[config.mk]
export PLATFORM = sky130hd
export DESIGN_NAME = superpixel_draw_queue
export DESIGN_NICKNAME = d
export VERILOG_FILES = /design/src/rtl/spixel_pkg.sv /design/src/rtl/spixel_fifo.sv /design/src/rtl/superpixel_draw_queue.sv
export SDC_FILE = /design/constraint.sdc
export NUM_CORES = 1
export LEC_CHECK = 0
export CAP_MARGIN = 20
export CORE_ASPECT_RATIO = 2
export CORE_MARGIN = 8
export CORE_UTILIZATION = 40
export DETAILED_ROUTE_END_ITERATION = 8
export DONT_BUFFER_PORTS = 1
export GPL_TIMING_DRIVEN = 0
export SETUP_SLACK_MARGIN = 0.05
export SLEW_MARGIN = 20
export SYNTH_ARGS = -nofsm -noshare
export SYNTH_HDL_FRONTEND = slang
export SYNTH_SLANG_ARGS = --single-unit
[constraint.sdc]
create_clock -name clk -period 6.1 [get_ports clk]
set_input_delay 0.915 -clock clk [delete_from_list [all_inputs] [get_ports clk]]
set_output_delay 0.915 -clock clk [all_outputs]
set_load 0.01 [all_outputs]
[src/rtl/spixel_pkg.sv]
// Shared constants for the superpixel draw queue: FSM encoding, guard length and clip limits.
package spixel_pkg;

  localparam logic [1:0] ST_IDLE  = 2'd0;
  localparam logic [1:0] ST_ISSUE = 2'd1;
  localparam logic [1:0] ST_GUARD = 2'd2;
  localparam logic [1:0] ST_WAIT  = 2'd3;

  // Cycles spent ignoring odone while the draw engine starts up
  localparam int unsigned GUARD_CYCLES = 2;

  localparam int unsigned SPIXEL_X_MAX_DEFAULT = 63;
  localparam int unsigned SPIXEL_Y_MAX_DEFAULT = 47;

  function automatic logic coord_in_range(input int unsigned cx, input int unsigned cy,
                                          input int unsigned xmax, input int unsigned ymax);
    return (cx <= xmax) && (cy <= ymax);
  endfunction

endpackage

[src/rtl/spixel_fifo.sv]
// Circular-buffer FIFO holding queued draw requests; pointers wrap naturally at 2**DEPTH_LOG2.
module spixel_fifo #(
  parameter int WIDTH      = 20,
  parameter int DEPTH_LOG2 = 4
) (
  input  logic                  clk,
  input  logic                  rst,
  input  logic                  push,
  input  logic                  pop,
  input  logic [WIDTH-1:0]      wdata,
  output logic [WIDTH-1:0]      rdata,
  output logic [DEPTH_LOG2:0]   level,
  output logic                  full
);

  localparam int DEPTH = 1 << DEPTH_LOG2;
  localparam logic [DEPTH_LOG2:0] FULL_LEVEL = (DEPTH_LOG2 + 1)'(DEPTH);

  logic [WIDTH-1:0]      mem [DEPTH];
  logic [DEPTH_LOG2-1:0] wptr_q;
  logic [DEPTH_LOG2-1:0] rptr_q;
  logic [DEPTH_LOG2:0]   level_q;
  logic                  do_push;
  logic                  do_pop;

  assign full    = (level_q == FULL_LEVEL);
  assign do_push = push && !full;
  assign do_pop  = pop && (level_q != '0);

  always_ff @(posedge clk or negedge rst) begin
    if (!rst) begin
      wptr_q  <= '0;
      rptr_q  <= '0;
      level_q <= '0;
    end else begin
      if (do_push) wptr_q <= wptr_q + 1'b1;
      if (do_pop)  rptr_q <= rptr_q + 1'b1;
      case ({do_push, do_pop})
        2'b10:   level_q <= level_q + 1'b1;
        2'b01:   level_q <= level_q - 1'b1;
        default: level_q <= level_q;
      endcase
    end
  end

  // Storage needs no reset; the pointers define what is valid
  always_ff @(posedge clk) begin
    if (do_push) mem[wptr_q] <= wdata;
  end

  assign rdata = mem[rptr_q];
  assign level = level_q;

endmodule

[src/rtl/superpixel_draw_queue.sv]
// Request queue and issue FSM for the superpixel draw engine.
// Optional clipping of out-of-range requests is enabled by defining SPIXEL_QUEUE_CLIP_EN.
module superpixel_draw_queue
  import spixel_pkg::*;
#(
  parameter int SPIXEL_X_WIDTH = 6,
  parameter int SPIXEL_Y_WIDTH = 6,
  parameter int COLOR_ID_WIDTH = 8,
  parameter int DEPTH_LOG2     = 4
`ifdef SPIXEL_QUEUE_CLIP_EN
  ,
  parameter int SPIXEL_X_MAX   = SPIXEL_X_MAX_DEFAULT,
  parameter int SPIXEL_Y_MAX   = SPIXEL_Y_MAX_DEFAULT
`endif
) (
  input  logic                      clk,
  input  logic                      rst,
  input  logic [SPIXEL_X_WIDTH-1:0] req_x,
  input  logic [SPIXEL_Y_WIDTH-1:0] req_y,
  input  logic [COLOR_ID_WIDTH-1:0] req_color,
  input  logic                      req_vld,
  output logic                      req_rdy,
  output logic [SPIXEL_X_WIDTH-1:0] x,
  output logic [SPIXEL_Y_WIDTH-1:0] y,
  output logic [COLOR_ID_WIDTH-1:0] idata,
  output logic                      idata_vld,
  input  logic                      odone,
  output logic                      busy,
  output logic [DEPTH_LOG2:0]       level
`ifdef SPIXEL_QUEUE_CLIP_EN
  ,
  output logic [7:0]                dropped
`endif
);

  localparam int ENTRY_W = SPIXEL_X_WIDTH + SPIXEL_Y_WIDTH + COLOR_ID_WIDTH;

  logic [1:0]         state_q;
  logic [1:0]         state_d;
  logic [1:0]         guard_cnt_q;
  logic               accept;
  logic               push;
  logic               pop;
  logic               full;
  logic               issue_start;
  logic [ENTRY_W-1:0] head;

  assign req_rdy = !full;
  assign accept  = req_vld && req_rdy;

`ifdef SPIXEL_QUEUE_CLIP_EN
  logic       in_range;
  logic [7:0] dropped_q;

  assign in_range = coord_in_range(32'(req_x), 32'(req_y), SPIXEL_X_MAX, SPIXEL_Y_MAX);
  assign push     = accept && in_range;

  // Out-of-range requests are handshaken but discarded; the count saturates
  always_ff @(posedge clk or negedge rst) begin
    if (!rst) begin
      dropped_q <= '0;
    end else if (accept && !in_range && (dropped_q != 8'hFF)) begin
      dropped_q <= dropped_q + 8'd1;
    end
  end

  assign dropped = dropped_q;
`else
  assign push = accept;
`endif

  spixel_fifo #(
    .WIDTH      (ENTRY_W),
    .DEPTH_LOG2 (DEPTH_LOG2)
  ) u_fifo (
    .clk   (clk),
    .rst   (rst),
    .push  (push),
    .pop   (pop),
    .wdata ({req_x, req_y, req_color}),
    .rdata (head),
    .level (level),
    .full  (full)
  );

  // Head is latched on entry to ISSUE and popped during ISSUE
  assign pop         = (state_q == ST_ISSUE);
  assign issue_start = (state_q == ST_IDLE) && (level != '0);

  always_comb begin
    state_d = state_q;
    case (state_q)
      ST_IDLE:  if (level != '0) state_d = ST_ISSUE;
      ST_ISSUE: state_d = ST_GUARD;
      ST_GUARD: if (guard_cnt_q == 2'(GUARD_CYCLES - 1)) state_d = ST_WAIT;
      ST_WAIT:  if (odone) state_d = ST_IDLE;
      default:  state_d = ST_IDLE;
    endcase
  end

  always_ff @(posedge clk or negedge rst) begin
    if (!rst) begin
      state_q     <= ST_IDLE;
      guard_cnt_q <= '0;
      x           <= '0;
      y           <= '0;
      idata       <= '0;
      idata_vld   <= 1'b0;
    end else begin
      state_q     <= state_d;
      guard_cnt_q <= (state_q == ST_GUARD) ? guard_cnt_q + 2'd1 : 2'd0;
      idata_vld   <= issue_start;
      if (issue_start) begin
        {x, y, idata} <= head;
      end
    end
  end

  assign busy = (state_q != ST_IDLE) || (level != '0);

endmodule

# [Yosys cells after proc, flatten, opt, wreduce, memory -nomap -nowiden]
# Memories as Yosys holds them, arrays and structs flattened. A register that Yosys moved wholly into a read port is not among the register bits.
# Index checks and enable logic that the tools add are counted.
# W data, S select, Z words.
[word_totals] ff_bits=18 ram_bits=320 inputBits=24 output_inout_bits=28 wordCells=42 n_memories=1
[mem_list] memory="u_fifo.mem" words=16 word_bits=20 read_ports=1 rd_ports_with_merged_regs=1 wr=1 line="spixel_fifo.sv:19" text="logic [WIDTH-1:0] mem [DEPTH];"
[op_classes] n_addsub=5 n_eq_ne=10 mux=8 reduce_logical=12
[op_table] cell="$pmux W5 S2" n=1
[op_table] cell="$add A4 B1 Y4 const B" n=2
[op_table] cell="$mux W2" n=4
[op_table] cell="$pmux W2 S4" n=1
[op_table] cell="$eq A2 B1 Y1 const B" n=3
[op_table] cell="$eq A2 B2 Y1 const B" n=3
[op_table] cell="$add A5 B1 Y5 const B" n=1
[op_table] cell="$eq A5 B5 Y1 const B" n=1
[op_table] cell="$reduce_bool A5 Y1" n=1
[op_table] cell="$sub A5 B1 Y5 const B" n=1
[op_table] cell="$logic_and A1 B1 Y1" n=4
[op_table] cell="$ne A2 B2 Y1 const B" n=2
[op_table] cell="$reduce_bool A2 Y1" n=2
[op_table] cell="$reduce_and A3 Y1" n=1
[op_table] cell="$add A2 B1 Y2 const B" n=1
[op_table] cell="$logic_not A1 Y1" n=2
[op_table] cell="$logic_not A2 Y1" n=1
[op_table] cell="$mux W1" n=2
[op_table] cell="$ne A2 B1 Y1 const B" n=1
[op_table] cell="$logic_or A1 B1 Y1" n=1

# [Depth between registers and ports, before layout]
[logic_depth] depth_word=6 mapped_depth=12 depth_no_buf=10

# [Cells and area by module]
# Synthesis repeated with hierarchy kept, for this count alone.
[unflattened] cells_unflattened=736 area_unflattened_um2=14218.6
[modules_own_cells] mod="spixel_fifo" n_inst=1 cells_per_inst=662 area_each_um2=13133.8 seq_area_each_um2=9934.5
[modules_own_cells] mod="superpixel_draw_queue" n_inst=1 cells_per_inst=74 area_each_um2=1084.8 seq_area_each_um2=625.6

# [Least setup slack after synthesis]
# No wires, ideal clock.
[synth_timing] kind="input port to flip-flop" startpoint="input port req_vld" endpoint="memory u_fifo.mem[3][0] (enable)" setup_ps=422 arrival_ps=2807 t_required_ps=5678 path_slack_ps=2871 cell_stages=3 cell_sequence="a21boi_2 nand2_1 nor3_1"
[synth_via] elab_chain_cells=4
[synth_rtl] item="start, declared" line="superpixel_draw_queue.sv:21" text="input logic req_vld,"
[synth_rtl] item="$logic_and A1 B1 Y1" line="superpixel_draw_queue.sv:49" text="assign accept = req_vld && req_rdy;"
[synth_rtl] item="$logic_and A1 B1 Y1" line="spixel_fifo.sv:27" text="assign do_push = push && !full;"
[synth_rtl] item="$mux W1" line="spixel_fifo.sv:48" text="if (do_push) mem[wptr_q] <= wdata;"
[synth_rtl] item="$mux W1 (implied by the code)" line="spixel_fifo.sv:48"
[synth_rtl] item="end, declared" line="spixel_fifo.sv:19"
# Every way passes these cells.

# [Worst setup path after layout]
[layout_timing] startpoint="register u_fifo.level_q[1], in the netlist u_fifo.level[1]" endpoint="register u_fifo.level_q[4], in the netlist u_fifo.level[4]"
[layout_lines] item="start, declared" line="spixel_fifo.sv:22" text="logic [DEPTH_LOG2:0] level_q;"
[layout_lines] item="start signal, assigned" line="spixel_fifo.sv:39" text="2'b10: level_q <= level_q + 1'b1;"
[layout_lines] item="start signal, assigned" line="spixel_fifo.sv:40" text="2'b01: level_q <= level_q - 1'b1;"
[layout_lines] item="start signal, assigned" line="spixel_fifo.sv:41" text="default: level_q <= level_q;"
[layout_lines] item="$reduce_bool A5 Y1 (*)" line="spixel_fifo.sv:28" text="assign do_pop = pop && (level_q != '0);"
[layout_lines] item="$logic_and A1 B1 Y1 (*)" line="spixel_fifo.sv:28"
[layout_lines] item="net u_fifo.do_pop" line="spixel_fifo.sv:24" text="logic do_pop;"
[layout_lines] item="$eq A2 B1 Y1 / $eq A2 B2 Y1 (equally long branches)" line="spixel_fifo.sv:38" text="case ({do_push, do_pop})"
[layout_lines] item="$pmux W5 S2 / $reduce_bool A2 Y1 (equally long branches)"
# Mark *: on every way through the listed nets, which the timed path passes. The rest lies on a longest branch.
# A chain may end at the register's enable or synchronous reset.

==> key figures <==
Outcome
  • Status: finished, final reports clean

Worst setup path
  • Critical path buffers and inverters: 2
  • Worst Setup End Kind: register
  • Crit-path max FO: 9
  • CP Data Required Time: 6510 ps
  • Critical path's top delay family: compound AO/OA/AOI/OAI gates
  • Startpoint class of the critical path: register
  • Worst EP arrival: 3700 ps
  • Slowest stage cell, crit path: nor4_1
  • Critical Path, Cell by Cell: buf_6 -> nor4_1 -> a21boi_1 -> ha_1 -> clkbuf_1 -> xor2_1 -> ha_1 -> o211a_1 -> o21ai_0 -> o41ai_1 -> nor4b_1
  • Register-to-register setup slack: 2820 ps
  • Worst R2R Start: u_fifo.level[1]$_DFFE_PN0P_
  • Most frequent CP cell: ha_1
  • Critical Path Max Stage Delay: 540 ps
  • WS Path Type: register to register
  • R2r worst-path depth: 11
  • Critical R2R Capture: u_fifo.level[4]$_DFFE_PN0P_
  • Setup crit start: u_fifo.level[1]$_DFFE_PN0P_

Floorplanning
  • Core outline area: 34,700 um^2
  • Initial core utilization: 0.402
  • Chip height: 280 um
  • Die area: 41,500 um^2
  • Rows: 97
  • IO Pins: 52
  • Die X-Extent: 148 um

CTS
  • Post-CTS sizing: 0
  • Clk slew on worst S/H paths: 60 ps
  • Post-CTS Setup Repair Bufs: 0
  • Clock Tree Root: clkbuf_16
  • H-tree Lvls: 2
  • Post-CTS Hold Fix Bufs: 0
  • Clock sink total: 358
  • Num CTS Buffers: 34
  • Clk Latency, worst-skew pair: 520 ps
  • CTS Buffer Depth: 3
  • CTS tree: done

Finish
  • Nets: 756
  • ANT cells: 0
  • Synth-to-Final Area Change: 15.4%
  • Multi-input logic area: 3290 um^2
  • Utilization after layout: 0.464
  • Seq. cell area: 10,600 um^2
  • Share of cells above drive strength 1: 0.268
  • Fillcell total: 2,958

Synth
  • Most numerous cell in the Yosys netlist: edfxtp_1
  • Synth area leaders: edfxtp_1 (69%), mux4_2 (13%), dfrtp_1 (6.8%)
  • Synth Net Count: 701
  • Number of synthesis warnings: 0
  • Synth area leader: edfxtp_1
  • Synthesized cell area: 14,000 um^2
  • Post-synthesis register bit count: 358
  • Mean post-synth cell area: 21.1 um^2
  • Commonest cells in the synthesized netlist: edfxtp_1 (320), mux4_2 (80), mux2i_1 (41)
  • Synth top area share: 0.688
  • Yosys cell types: 41
  • Synthesized instance count: 662
  • Sequential area share after synthesis: 0.756
  • Ys flop type: edfxtp_1
  • EDFF count, synth: 320
  • Asr flop ratio synth: 0.106

Global route
  • Largest net degree at the start of global routing: 39
  • First-pass GRT wire length: 44,900 um
  • Gr usage total: 0.148
  • Grt total ovfl: 0
  • Initial antenna violation count: 0
  • Vias in the first global route: 6,965

STA
  • RSZ-0062 raised after global routing: no
  • Final setup slack of the worst path: 2820 ps
  • Fin crit period: 3280 ps
  • Highest Clock Rate: 304 MHz
  • Final Hold Vio Count: 0
  • Final Skew: 17.4 ps
  • # setup viols final: 0
  • Hold_ws: 88.8 ps
  • Rel. slew slack: 0.319
  • Period utilisation layout: 0.539
  • Setup TNS: 0 ps
  • Max Slew Vio Count: 0
  • Worst slew pin tran: 1020 ps

Power and ir drop
  • Clock power share: 0.285
  • Sw Ratio: 0.300
  • Total power: 7.55 mW
  • P_int: 5.28 mW
  • Peak VDD IR: 0.325 mV
  • Leakage: 5.34 nW
  • Switching power total: 2.27 mW
  • Sequential Power Share: 0.424
  • Logic pwr share: 0.290
  • Power per cell area: 469 nW/um^2

Drt
  • Wire per inst: 25.2 um
  • Drt pass-1 iters: 4
  • Drt via density: 5.50
  • Via count: 6,532
  • # DRC: 0
  • Post-route antenna net violation count: 0
  • Total wire length: 29,900 um
  • Drt initial violations: 490

Place
  • IO Port Bufs: 0
  • Pre-CTS setup slack: 2880 ps
  • Post-DP HPWL: 19,500 um
  • Routability congestion estimate: 0.776

Flow run
  • Max-cap viol count: 0

Min path
  • Hold crit path type: input port to asynchronous set/reset pin
[cells by family after synthesis]
logic type / synth area share
AO/OA/AOI/OAI: 0.0230
XOR/XNOR: 0.00627
adder cells (fa/ha/maj): 0.0134
buffers and inverters: 0.0160
flip-flops: 0.756
multiplexers: 0.161
AND/OR/NAND/NOR: 0.0239
[per-stage QoR]
step           instance area (um^2)  std cells
2_1_floorplan                 14000        662
3_3_place_gp                  14500       1107
3_5_place_dp                  14900       1126
4_1_cts                       16100       1188
5_1_grt                       16100       1188
6_report                      16100       1188
[how the worst max path moves through the flow]
stage | endpoint | slack, ps | cells after the start
final | u_fifo.level[4]$_DFFE_PN0P_ | 2820 | 11
after global routing | u_fifo.level[4]$_DFFE_PN0P_ | 2490 | 12
after CTS | u_fifo.level[4]$_DFFE_PN0P_ | 2860 | 11
after detailed placement | u_fifo.level[4]$_DFFE_PN0P_ | 2880 | 11
after global placement | u_fifo.mem[3][3]$_DFFE_PP_ | 1050 | 3
after floorplan | u_fifo.mem[3][0]$_DFFE_PP_ | 2870 | 3
[metal layers]
layer,wire length [um],part of all wire,GRT usage,vias to the layer above
li1,-,-,-,2815
met1,11800,0.39,0.178,3469
met2,15600,0.52,0.253,195
met3,1700,0.057,0.0326,53
met4,856,0.029,0.0563,0
met5,0,0,0,-
[flip-flops by register name, summed over array words and instances, names as in the netlist]
| name | flops |
|---|---|
| guard_cnt_q | 2 |
| u_fifo.wptr_q | 4 |
| idata_vld | 1 |
| idata | 8 |
| u_fifo.mem | 320 |
| y | 6 |
| state_q | 2 |
| x | 6 |
| u_fifo.rptr_q | 4 |
| u_fifo.level | 5 |
[power by group through the flow]
stage	logic [mW]	registers, mW	clock network [mW]
floorplan	1.55	3.20	0
global placement	2.07	3.27	0
detailed placement	2.24	3.27	0
CTS	2.24	3.22	2.20
global route	2.38	3.24	2.28
finish	2.19	3.20	2.15
[layout make-up]
cell class	instances	share of cell area
multi-input combinational	257	0.204
tap	445	0.0346
sequential	358	0.656
timing repair buffer	19	0.0200
clock inverter	15	0.00948
buffer	36	0.0113
clock buffer	47	0.0623
inverter	11	0.00256
[cells in the final DEF, fill, tap and decap left out, drive strengths merged]
cell type and count:
edfxtp 320, mux4 80, clkbuf 62, mux2i 41
buf 40, dfrtp 38, nand2 33, o221ai 20
nor2 17, ha 15, inv 11, clkinv 11
xnor2 6, nor2b 5, o21ai 5, xor2 4
nor3 4, nand2b 4, a21oi 3, mux2 3
bufinv 3, nor3b 2, nand4 2, a21boi 2
nor4 1, or4 1, a21o 1, and3b 1
a311oi 1, a222oi 1, o21a 1, o211a 1
o41ai 1, nand3 1, nor4b 1, clkinvlp 1
[worst register-to-register path, cell delays in order (launching register included)]
cell      delay (ps)
dfrtp_1          440
buf_6            160
nor4_1           540
a21boi_1         330
ha_1             300
clkbuf_1         210
xor2_1           190
ha_1             220
o211a_1          240
o21ai_0          160
o41ai_1          100
nor4b_1          280
(Power assumes the default switching activity.)
